## src/rtl/segment_scan_driver.sv

```systemverilog
// Multiplexed common-anode 7-segment driver: snapshots the digit bus once per
// frame, scans digits with a blank gap, and decodes hex/BCD with zero blanking.
module segment_scan_driver #(
    parameter int NUM_DIGITS   = 4,
    parameter int SCAN_DIV     = 1000,
    parameter int BLANK_CYCLES = 1,
    parameter int HEX_MODE     = 0
) (
    input  logic                    clk,
    input  logic                    rst,
    input  logic [4*NUM_DIGITS-1:0] digits,
    input  logic [NUM_DIGITS-1:0]   dp_in,
    input  logic                    lzs_en,
    output logic [7:0]              segment_code,
    output logic [NUM_DIGITS-1:0]   digit_sel,
    output logic                    frame_start
);

    localparam int CW = $clog2(SCAN_DIV);
    localparam int IW = (NUM_DIGITS > 1) ? $clog2(NUM_DIGITS) : 1;
    localparam logic [CW-1:0] CNT_LAST  = CW'(SCAN_DIV - 1);
    localparam logic [CW-1:0] BLANK_END = CW'(BLANK_CYCLES);
    localparam logic [IW-1:0] IDX_LAST  = IW'(NUM_DIGITS - 1);

    logic [CW-1:0]           cnt;
    logic [IW-1:0]           idx;
    logic [4*NUM_DIGITS-1:0] sh_digits;
    logic [NUM_DIGITS-1:0]   sh_dp;
    logic                    sh_lzs;
    logic                    load_pending;

    logic                    tick;
    logic                    wrap;
    logic                    load;
    logic [3:0]              cur_val;
    logic                    cur_dp;
    logic                    cur_sup;
    logic                    zero_run;
    logic [NUM_DIGITS-1:0]   active_sel;
    logic [7:0]              dec;
    logic [7:0]              next_seg;

    function automatic logic [7:0] decode(input logic [3:0] v);
        logic [7:0] r;
        case (v)
            4'h0:    r = 8'hC0;
            4'h1:    r = 8'hF9;
            4'h2:    r = 8'hA4;
            4'h3:    r = 8'hB0;
            4'h4:    r = 8'h99;
            4'h5:    r = 8'h92;
            4'h6:    r = 8'h82;
            4'h7:    r = 8'hF8;
            4'h8:    r = 8'h80;
            4'h9:    r = 8'h90;
            4'hA:    r = 8'h88;
            4'hB:    r = 8'h83;
            4'hC:    r = 8'hC6;
            4'hD:    r = 8'hA1;
            4'hE:    r = 8'h86;
            default: r = 8'h8E;
        endcase
        if (HEX_MODE == 0 && v > 4'd9) begin
            r = 8'hBF;
        end
        return r;
    endfunction

    assign tick = (cnt == CNT_LAST);
    assign wrap = tick && (idx == IDX_LAST);
    // The first edge out of reset also loads, so frame 0 shows live inputs.
    assign load = wrap || load_pending;

    // Walk from the top digit down so zero_run means "this digit and all above are zero".
    always_comb begin
        cur_val    = 4'd0;
        cur_dp     = 1'b0;
        cur_sup    = 1'b0;
        zero_run   = 1'b1;
        active_sel = '1;
        for (int i = NUM_DIGITS - 1; i >= 0; i--) begin
            zero_run = zero_run && (sh_digits[4*i +: 4] == 4'd0);
            if (idx == IW'(i)) begin
                cur_val       = sh_digits[4*i +: 4];
                cur_dp        = sh_dp[i];
                cur_sup       = sh_lzs && (i != 0) && zero_run;
                active_sel[i] = 1'b0;
            end
        end
    end

    always_comb begin
        dec      = decode(cur_val);
        next_seg = {~cur_dp, (cur_sup ? 7'h7F : dec[6:0])};
    end

    always_ff @(posedge clk) begin
        if (rst) begin
            cnt          <= '0;
            idx          <= '0;
            sh_digits    <= '0;
            sh_dp        <= '0;
            sh_lzs       <= 1'b0;
            load_pending <= 1'b1;
            segment_code <= 8'hFF;
            digit_sel    <= '1;
            frame_start  <= 1'b0;
        end else begin
            cnt          <= tick ? '0 : cnt + 1'b1;
            load_pending <= 1'b0;
            frame_start  <= wrap;
            if (tick) begin
                idx <= (idx == IDX_LAST) ? '0 : idx + 1'b1;
            end
            if (load) begin
                sh_digits <= digits;
                sh_dp     <= dp_in;
                sh_lzs    <= lzs_en;
            end
            // Segments track the index even in the gap, so they settle before the anode turns on.
            segment_code <= next_seg;
            digit_sel    <= (cnt < BLANK_END) ? '1 : active_sel;
        end
    end

endmodule

```

## config.mk

```make
export PLATFORM = sky130hd
export DESIGN_NAME = segment_scan_driver
export DESIGN_NICKNAME = d
export VERILOG_FILES = /design/src/rtl/segment_scan_driver.sv
export SDC_FILE = /design/constraint.sdc
export NUM_CORES = 1
export LEC_CHECK = 0
export BUFFER_PORTS_ARGS = -buffer_cell sky130_fd_sc_hd__clkbuf_2
export CORE_MARGIN = 4
export CORE_UTILIZATION = 55
export CTS_CLUSTER_DIAMETER = 40
export CTS_CLUSTER_SIZE = 14
export DETAILED_ROUTE_END_ITERATION = 7
export PLACE_DENSITY = 0.77
export SLEW_MARGIN = 20
export SYNTH_ARGS = -nofsm -noshare
export SYNTH_HDL_FRONTEND = slang
export SYNTH_SLANG_ARGS = --single-unit
```

## constraint.sdc

```tcl
create_clock -name clk -period 3 [get_ports clk]
set_clock_uncertainty 0.2 [all_clocks]
set_input_delay 0.45 -clock clk [delete_from_list [all_inputs] [get_ports clk]]
set_output_delay 0.45 -clock clk [all_outputs]
set_load 0.02 [all_outputs]
```

After elaboration in Yosys (flattened, before gate mapping). Memory sizes are Yosys's and may differ from the RTL's. Index checks and enable logic that the tools add are counted. W data, S select, Z words.

Memories: 1. Register bits: 47. Memory bits (writable): 0. Input bits: 23. Memory bits (read-only): 112. Bits in latches: 0. Logic and storage cells: 55. Output and inout bits: 13.

Memories: (name not given) (depth 16, bits a word 7, read ports 1, clocked after memory_dff 0, write ports 0, line 45) `case (v)`.

Add/sub/neg operators: 2. Shift-type cells: 0. Multiply operators: 0. Bitwise gates (word level): 1. Multiplexer cells: 19. Reduce and logical (&&, ||, !) cells: 15. $lt $le $gt $ge: 2. Equality and inequality tests: 4. Div/mod/pow operators: 0.

Operators by type and width (count): $mux W4 (4); $mux W1 (13); $logic_not A4 Y1 (3); $add A10 B1 Y10 const B (1); $eq A10 B10 Y1 const B (1); $lt A10 B1 Y1 const B (1); $mux W7 (1); $logic_and A1 B1 Y1 (6); $reduce_or A2 Y1 (3); $eq A2 B2 Y1 const B (2); $gt A4 B4 Y1 const B (1); $reduce_or A3 Y1 (1); $add A2 B1 Y2 const B (1); $eq A2 B1 Y1 const B (1); $logic_not A2 Y1 (1); $mux W2 (1); $logic_or A1 B1 Y1 (1); $not A1 Y1 (1).

Depth between registers and ports, before layout. Gate-level depths: netlist of the first run.

Word-level depth: 7. Gate-level depth with buffers: 10. Gate-level depth less buffers: 9.

Worst setup path before layout of the first run. No wires, ideal clock.

Path type: register -> register. Start: register idx[0]. End: register segment_code[4]. Setup slack: 0.625 ns. Arrival: 2.106 ns. Clock period less this slack: 2.375 ns. Cell stages (with the launch flop): 11. Data required time: 2.731 ns. Buffers on the path: 1. Setup time: 0.069 ns. Cell sequence: dfxtp_1 inv_1 ha_1 buf_4 nand3b_1 a221oi_2 inv_1 ha_1 nor3_1 a221oi_2 o21ai_1.

Word-level cells in the longest chain between the ends: 7. Elaborated cells between the ends (all ways): 15. Those cells by class: order compare: 1; eq/ne: 3; mux: 8; reduce/logical: 2; memory: 1.

Ends and longest elaborated chain: start: declaration (line 26) `logic [IW-1:0] idx;`; start signal: assignment (line 113) `idx <= (idx == IDX_LAST) ? '0 : idx + 1'b1;`; $eq A2 B2 Y1 (line 83) `if (idx == IW'(i)) begin`; $mux W4 (4 in series) (line 83); $gt A4 B4 Y1 (line 63) `if (HEX_MODE == 0 && v > 4'd9) begin`; $reduce_or A3 Y1 (no source line); end signal: assignment (line 121) `segment_code <= next_seg;`; end: declaration (line 14) `output logic [7:0] segment_code,`.

Parallel ways exist; a longest one is shown, timed or not. A chain may end at the register's enable or synchronous reset.

Worst setup path in the final report of the first run.
Start: register idx[0]. End: register segment_code[2].

Same word-level chain as after synthesis.

==> reports/qor.yml, run 1 <==
grt_pass1_vias: 1651
fmax_mhz: 388
power_density_nw_per_um2: 475
multi_input_area_um2: 1140
ys_top_cells_by_area: "dfxtp_1 43%, nand2_1 8.7%, ha_1 7.4%"
gp_congestion: 0.831
cts_made_buffers: 5
routed_via_density: 5.45
cts_tree: "built"
rows: 22
regArea_um2: 941
initial_core_util_pct: 58.5
synth_top_area_cell: "dfxtp_1"
hold_buffers: 0
fill_cells: 331
cts-root-buf: "clkbuf_8"
path_clk_slew_ns: 0.08
place_area_um2: 2380
stdcell_count: 334
drt_wl_total_um: 4260
die_w_um: 71.3
die_h_um: 71.3
die-area_um2: 5090
crit_type: "reg -> reg"
grt.met2_usage_pct: 27.0
maxCapViolCount: 0
maxSlewHeadroom_pct: 49.9
use_met3_pct: 4.35
crit_slowest_cell: "ha_1"
grt.busiest_layer: "met2"
nets: 321
grt_max_degree: 32
diodes: 0
synth_top_area_share_pct: 42.6
ant_nets: 0
hold_viol_final: 0
vias: 1820
first_pass_iters: 4
cts.sinks: 47
required_ns: 3.00
syn-num-nets: 290
min_period_ns: 2.58
cp-end-kind: "flop"
path_max_fanout: 15
core_um2: 3770
tightest_slew_ns: 0.752
synth-async-reset-ratio_pct: 0
netlist_area_um2: 2210
timing.final.crit_share_pct: 85.9
grt-ovfl-total: 0
syn-instance-count: 254
path_cells: "inv_1, ha_1, a211oi_1, a221oi_2, inv_1, ha_1, nor2_1, o21ai_0, o311ai_1"
outcome: "complete, no violations"
cts_max_path_buffers: 2
use_met1_pct: 22.4
synth_top_flop_cell: "dfxtp_1"
setup_tns_ns: 0
grt_pass1_wl_um: 7160
layout-drive-gt1-share_pct: 19.2
arrival_ns: 2.58
cp_slowest_stage_delay_ns: 0.48
synth_edf_count: 0
synth.distinct_cells: 49
antenna_found_initial: 0
cts_resized: 0
synth-seq-area-share_pct: 42.6
routedWlPerCell_um: 12.8
pin_count: 36
place_hpwl_um: 3130
slew_viol_final: 0
setup_viol: 0
h-tree-depth: 2
post_cts_buffers: 0
fin_area_um2: 2470
dp_cells: 326
final_core_util_pct: 65.6
numPortBuffers: 35
rsz0062_at_grt: "false"
leakagePower_nw: 1.03
yosysWarningCount: 0
fin_worst_hold_slack_ns: 0.169
avgSynthCellArea_um2: 8.69
ys_seq_elements: 47
track_usage_pct: 17.3
area_growth_pct: 12.1
startpoint_type: "flop"
drc_errors: 0
initialDrtViolationCount: 125
hold_class: "in -> reg"
clk-insertion-delay-late_ns: 0.30
vdd_drop_max_v: 0.000312
==> cells in the final DEF, fill, tap and decap left out, drive strengths merged, types with 2 or more instances in the layout <==
| cell type | Yosys | layout |
|---|---|---|
| a211o | 3 | 3 |
| a211oi | 3 | 3 |
| a21o | 2 | 2 |
| a21oi | 24 | 24 |
| a221oi | 3 | 3 |
| a311oi | 2 | 2 |
| and3 | 4 | 4 |
| and4 | 3 | 3 |
| buf | 10 | 3 |
| clkbuf | 4 | 40 |
| clkinvlp | 0 | 2 |
| dfxtp | 47 | 47 |
| ha | 13 | 13 |
| inv | 13 | 13 |
| mux2i | 2 | 2 |
| nand2 | 51 | 51 |
| nand3 | 6 | 6 |
| nand3b | 4 | 4 |
| nand4 | 3 | 3 |
| nor2 | 16 | 16 |
| nor2b | 3 | 3 |
| nor3 | 2 | 2 |
| nor3b | 4 | 4 |
| nor4 | 2 | 2 |
| o21ai | 6 | 6 |
| xnor2 | 3 | 3 |
| xor2 | 5 | 5 |
==> per-stage QoR <==
stage	total power [W]	setup slack, ns
after detailed placement	0.000820	0.442
final	0.00117	0.424
after global placement	0.000818	0.550
after floorplan	0.000776	0.625
after global routing	0.00124	0.138
after CTS	0.00118	0.431
==> power breakdown <==
part / switching, W / internal, W
clock network: 0.000206 / 0.000162
logic: 0.0000785 / 0.0000549
registers: 0.0000183 / 0.000654
==> cell usage after synthesis (all sizes together), types with 4 or more instances <==
cell,count
nand2,51
dfxtp,47
a21oi,24
nor2,16
ha,13
inv,13
buf,10
nand3,6
o21ai,6
xor2,5
and3,4
clkbuf,4
nand3b,4
nor3b,4
==> sequential cells by signal, indices dropped and copies added, names as in the netlist <==
signal        count
sh_digits        16
cnt              10
segment_code      8
digit_sel         4
sh_dp             4
idx               2
frame_start       1
load_pending      1
sh_lzs            1
==> area by class of cell <==
type,count,area share (%)
clock inverter,3,0.809
timing repair buffer,38,7.99
tap,48,2.43
sequential,47,38.0
multi-input combinational,180,46.0
clock buffer,5,2.78
inverter,13,1.97
==> critical path: cells and delay by family (launching register included) <==
kind | cells | cell delay (ns)
DFF | 1 | 0.35
buffers and inverters | 2 | 0.26
adders and majority gates | 2 | 0.72
AOI/OAI and AO/OA | 4 | 0.74
and+or+nand+nor | 1 | 0.22
==> metal layers <==
metal	vias up	share of wire (%)
met2	41	46
li1	932	-
met5	-	0
met3	5	5.1
met4	0	1.2
met1	842	48
==> worst paths after layout <==
| check | start | end | slack, ns | depth (start not counted) |
|---|---|---|---|---|
| max | idx[0]$_SDFFE_PP0N_ | segment_code[2]$_SDFF_PP1_ | 0.42 | 9 |
| min reg2reg | sh_digits[0]$_SDFFE_PP0P_ | sh_digits[0]$_SDFFE_PP0P_ | 0.25 | 2 |
| min | digits[10] | sh_digits[10]$_SDFFE_PP0P_ | 0.17 | 3 |
| max reg2reg | idx[0]$_SDFFE_PP0N_ | segment_code[2]$_SDFF_PP1_ | 0.42 | 9 |
==> kinds of logic (layout without fill, tap and decap cells) <==
kind of cell / after synthesis / after routing / synth area share [%]
compound gates: 53 / 53 / 16.8
xor+xnor: 8 / 8 / 3.17
fa+ha+maj: 13 / 13 / 7.37
buf+inv: 27 / 59 / 5.84
flops: 47 / 47 / 42.6
mux: 3 / 3 / 1.42
simple gates: 103 / 103 / 22.7
No activity file was read; power rests on OpenSTA's default activity.
==> run 2: changes to the inputs <==
PLACE_DENSITY = not set   (was 0.77)
PLACE_DENSITY_LB_ADDON = 0.15   (was not set)
REMOVE_ABC_BUFFERS = 1   (was not set)
==> run 2 against run 1 <==
Against the previous run:
- final cell count is the same
- combinational power about the same
- clock-buffer cell count grew 1
- global-route usage grew 1.2 points
- maximum frequency is 1.1% lower
- sequential power barely moved
- die area stayed put
- sequential share of layout area shrank 0.44 points
- first-iteration DRC count shrank 13%
- critical path depth unchanged
- critical endpoint unchanged
- largest cell class unchanged
- largest power group unchanged
==> reports/qor.yml, run 2 (synthesis gave the netlist of run 1 again) <==
slew_viol_final: 0  # unchanged
min_period_ns: 2.60  # +0.0275 ns
drt_wl_total_um: 4310  # +1.1%
maxCapViolCount: 0  # unchanged
rows: 22  # unchanged
tightest_slew_ns: 0.730  # -0.0217 ns
hold_class: "in -> reg"
final_cell_mix: "51 x nand2_1, 47 x dfxtp_1, 35 x clkbuf_2"
required_ns: 3.01  # about the same
numPortBuffers: 35  # unchanged
grt.busiest_layer: "met2"
cp-end-kind: "flop"
arrival_ns: 2.62  # +0.04 ns
crit_start: "idx[0]$_SDFFE_PP0N_"
timing.final.crit_share_pct: 86.8  # +0.92 points
ant_nets: 0  # unchanged
path_max_fanout: 15  # unchanged
regToRegStartpoint: "idx[0]$_SDFFE_PP0N_"
initial_core_util_pct: 58.5  # unchanged
final_core_util_pct: 66.4  # +0.76 points
outcome: "complete, no violations"
cts_resized: 0  # unchanged
path_clk_slew_ns: 0.08  # about the same
top_regs: "sh_digits x16, cnt x10, segment_code x8"
first_pass_iters: 4  # unchanged
largest-register: "sh_digits"
routedWlPerCell_um: 12.9  # +1.1%
vias: 1799  # -1.2%
setup_tns_ns: 0  # unchanged
min-delay-start: "digits[4]"
area_growth_pct: 13.4
cts-root-buf: "clkbuf_8"
hold_buffers: 0  # unchanged
h-tree-depth: 2  # unchanged
die_w_um: 71.3  # unchanged
gp_congestion: 0.848  # +2.0%
startpoint_type: "flop"
cts_tree: "built"
antenna_found_initial: 0  # unchanged
cts.sinks: 47  # unchanged
die-area_um2: 5090  # unchanged
grt-ovfl-total: 0  # unchanged
grt_max_degree: 32  # unchanged
post_cts_buffers: 0  # unchanged
place_hpwl_um: 3020  # -3.6%
use_met1_pct: 23.4  # +1.0 points
core_um2: 3770  # unchanged
die_h_um: 71.3  # unchanged
drc_errors: 0  # unchanged
grt_pass1_vias: 1718  # +4.1%
diodes: 0  # unchanged
grt.met2_usage_pct: 30.3  # +3.3 points
use_met3_pct: 4.21  # -0.14 points
largest_reg_flops: 16  # unchanged
track_usage_pct: 18.5  # +1.2 points
routed_via_density: 5.39  # -1.2%
power_density_nw_per_um2: 511  # +7.7%
rsz0062_at_grt: "false"
clk-insertion-delay-late_ns: 0.30  # about the same
nets: 321  # unchanged
layout-drive-gt1-share_pct: 19.2  # unchanged
fmax_mhz: 384  # -1.1%
grt_pass1_wl_um: 7630  # +6.7%
leakagePower_nw: 1.05  # +2.0%
cts_max_path_buffers: 2  # unchanged
setup_viol: 0  # unchanged
initialDrtViolationCount: 109  # -13%
cts_made_buffers: 5  # unchanged
pin_count: 36  # unchanged
hold_viol_final: 0  # unchanged
maxSlewHeadroom_pct: 51.3  # +1.4 points
vdd_drop_max_v: 0.000381  # +22%
layout_commonest_cell: "nand2_1"
crit_type: "reg -> reg"
-- run 2: changes by cell type in the layout (fill, tap and decap cells not counted), sizes merged --
cell | previous run | this run
clkbuf | 40 | 41
bufinv | 0 | 1
clkinvlp | 2 | 0
-- run 2: worst max-delay path: stages (launching register included) --
cell and delay (ns):
dfxtp_1 0.36, inv_1 0.10, ha_1 0.52, a211oi_1 0.13, a221oi_2 0.37, inv_1 0.15, ha_1 0.23, nor2_1 0.23
o21ai_0 0.11, o311ai_1 0.11
-- run 2: report_power, final --
group / total, W / switching [W] / internal [W] / leakage [nW]
Sequential: 0.000671 / 0.0000171 / 0.000654 / 0.387
Combinational: 0.000133 / 0.0000780 / 0.0000549 / 0.604
Clock: 0.000475 / 0.000206 / 0.000270 / 0.0612
-- run 2: cell type report --
cell class                      count  area (um^2)
Sequential cell                    47          941
Clock inverter                      2         35.0
Clock buffer                        6         82.6
Timing Repair Buffer               38          198
Inverter                           13         48.8
Tap cell                           48         60.1
Multi-Input combinational cell    180         1140
Fill cell                         333         1270
-- run 2: metal layers --
metal	part of all wire, %	wire, um	up-vias
li1	-	-	940
met1	48	2060	813
met2	46	1990	38
met3	4.5	196	8
met4	1.6	71	0
met5	0	0	-
-- run 2: path summary, 6_finish.rpt --
| path | slack (ns) | end | cells after the start |
|---|---|---|---|
| hold reg to reg | 0.25 | sh_lzs$_SDFFE_PP0P_ | 2 |
| hold / removal | 0.16 | sh_digits[4]$_SDFFE_PP0P_ | 3 |
| setup / recovery | 0.40 | segment_code[2]$_SDFF_PP1_ | 9 |
| setup reg to reg | 0.40 | segment_code[2]$_SDFF_PP1_ | 9 |
-- run 2: through the flow --
stage | cells | setup WS (ns) | cell area, um^2 | power (W) | hold slack, ns
after global routing | 334 | 0.148 | 2500 | 0.00134 | 0.150
after floorplan | 240 | 0.639 | 2130 | 0.000766 | 0.221
after global placement | 326 | 0.532 | 2380 | 0.000817 | 0.236
after detailed placement | 326 | 0.460 | 2380 | 0.000819 | 0.244
final | 334 | 0.396 | 2500 | 0.00128 | 0.163
after CTS | 334 | 0.431 | 2500 | 0.00129 | 0.154
==> run 3: changes to the inputs <==
==> constraint.sdc (replaced) <==
create_clock -name clk -period 3 [get_ports clk]
set_clock_uncertainty 0.2 [all_clocks]
set_input_delay 0.3 -clock clk [delete_from_list [all_inputs] [get_ports clk]]
set_output_delay 0.3 -clock clk [all_outputs]
set_load 0.02 [all_outputs]
==> run 3 against run 2 <==
Against the previous run:
- via count is 0.28% higher
- wire length rose by 0.39%
- first-iteration DRC count rose by 0.92%
- critical path depth did not move
- largest cell class unchanged
- setup slack barely moved
- final cell count increased by 0.30%
- power about the same
- non-clock buffer count is 1 higher
- register-to-register slack is essentially flat
- clock power hardly changed
- clock-buffer cell count unchanged
==> reports/qor.yml, run 3 (synthesis gave the netlist of run 1 again) <==
outcome: "complete, no violations"
r2r_setup_slack_ns: 0.40  # about the same
area_growth_pct: 13.8
min-delay-start: "digits[4]"
largest_reg_flops: 16  # unchanged
grt_pass1_wl_um: 7630  # unchanged
r2r_end: "segment_code[2]$_SDFF_PP1_"
min_period_ns: 2.60  # +0.0000410 ns
setup_viol: 0  # unchanged
fin_worst_hold_slack_ns: 0.0137  # -0.149 ns
layout_commonest_cell: "nand2_1"
antenna_found_initial: 0  # unchanged
cts_resized: 0  # unchanged
die-area_um2: 5090  # unchanged
leakagePower_nw: 1.06  # +0.40%
routedWlPerCell_um: 12.9  # about the same
startpoint_type: "flop"
h-tree-depth: 2  # unchanged
pin_count: 36  # unchanged
vdd_drop_max_v: 0.000382  # about the same
regToRegStartpoint: "idx[0]$_SDFFE_PP0N_"
largest-register: "sh_digits"
required_ns: 3.01  # about the same
nets: 322  # +0.31%
maxCapViolCount: 0  # unchanged
grt-ovfl-total: 0  # unchanged
path_max_fanout: 15  # unchanged
die_w_um: 71.3  # unchanged
cp.depth: 9  # unchanged
grt_max_degree: 32  # unchanged
path_clk_slew_ns: 0.08  # about the same
path_cells: "inv_1, ha_1, a211oi_1, a221oi_2, inv_1, ha_1, nor2_1, o21ai_0, o311ai_1"
ant_nets: 0  # unchanged
maxSlewHeadroom_pct: 51.3  # unchanged
tightest_slew_ns: 0.730  # -0.000000596 ns
cp_top_family: "adder cells"
top_regs: "sh_digits x16, cnt x10, segment_code x8"
drt_wl_total_um: 4330  # +0.39%
cp_slowest_stage_delay_ns: 0.52  # about the same
first_pass_iters: 4  # unchanged
numPortBuffers: 35  # unchanged
arrival_ns: 2.62  # about the same
rsz0062_at_grt: "false"
final_cell_mix: "51 x nand2_1, 47 x dfxtp_1, 35 x clkbuf_2"
drc_errors: 0  # unchanged
vias: 1804  # +0.28%
cts.sinks: 47  # unchanged
hold_class: "in -> reg"
slew_viol_final: 0  # unchanged
layout-drive-gt1-share_pct: 19.2  # -0.067 points
fill_cells: 332  # -0.30%
die_h_um: 71.3  # unchanged
hold_viol_final: 0  # unchanged
power_density_nw_per_um2: 509  # -0.36%
cts_made_buffers: 5  # unchanged
timing.final.crit_share_pct: 86.8  # about the same
critical_path_buf_inv_count: 2  # unchanged
initial_core_util_pct: 58.5  # unchanged
track_usage_pct: 18.5  # unchanged
crit_slowest_cell: "ha_1"
clk-insertion-delay-late_ns: 0.30  # about the same
gp_congestion: 0.848  # unchanged
diodes: 0  # unchanged
routed_via_density: 5.39  # about the same
initialDrtViolationCount: 110  # +0.92%
cts_max_path_buffers: 2  # unchanged
core_um2: 3770  # unchanged
setup_tns_ns: 0  # unchanged
place_hpwl_um: 3020  # unchanged
fmax_mhz: 384  # about the same
worstSetupEndpoint: "segment_code[2]$_SDFF_PP1_"
crit_type: "reg -> reg"
crit_start: "idx[0]$_SDFFE_PP0N_"
cp-end-kind: "flop"
cts_tree: "built"
cts-root-buf: "clkbuf_8"
reg2regPathDepth: 9  # unchanged
rows: 22  # unchanged
grt_pass1_vias: 1718  # unchanged
==> run 3: tightest hold or removal path, stage by stage <==
cell and delay, ns:
clkbuf_2 0.08, nand2_1 0.04, a21oi_1 0.05
==> run 3: area by class of cell <==
type	instances	area [um^2]	area share (%)
Multi-Input combinational cell	180	1140	45.3
Sequential cell	47	941	37.5
Timing Repair Buffer	39	208	8.27
Clock buffer	6	82.6	3.29
Tap cell	48	60.1	2.39
Inverter	13	48.8	1.94
Clock inverter	2	35.0	1.39
==> run 3: per-stage QoR <==
step	utilization, %	setup slack, ns	cell area (um^2)	instances	total power (W)
final	66.6	0.396	2510	335	0.00128
after global routing	66.6	0.148	2510	335	0.00134
after CTS	66.4	0.431	2500	334	0.00129
after detailed placement	63.2	0.460	2380	326	0.000819
after global placement	63.2	0.532	2380	326	0.000817
after floorplan	-	0.639	2130	240	0.000766
==> run 3: worst min-delay path by stage <==
stage / to / slack (ns) / depth (start not counted)
global placement: sh_lzs$_SDFFE_PP0P_ / 0.24 / 2
finish: sh_digits[4]$_SDFFE_PP0P_ / 0.01 / 3
floorplan: load_pending$_DFF_P_ / 0.13 / 0
CTS: sh_digits[0]$_SDFFE_PP0P_ / 0.004 / 3
global route: sh_digits[9]$_SDFFE_PP0P_ / 0.009 / 3
detailed placement: sh_lzs$_SDFFE_PP0P_ / 0.24 / 2
==> run 3: layer usage <==
metal | part of all wire [%] | vias to the layer above | track usage, %
li1 | - | 942 | -
met1 | 47 | 816 | 23.4
met2 | 47 | 41 | 30.3
met3 | 4.6 | 5 | 4.21
met4 | 1.3 | 0 | 7.72
met5 | 0 | - | 0
==> run 3: where the power goes <==
group | switching (W) | internal (W)
Sequential | 0.0000171 | 0.000654
Combinational | 0.0000782 | 0.0000557
Clock | 0.000205 | 0.000270
==> run 3: timing repair <==
action | CTS | global route
buffers inserted | 0 | 0
setup endpoints to repair | 0 | 0
endpoints found under the hold margin | 0 | 1
hold buffers | 0 | 1
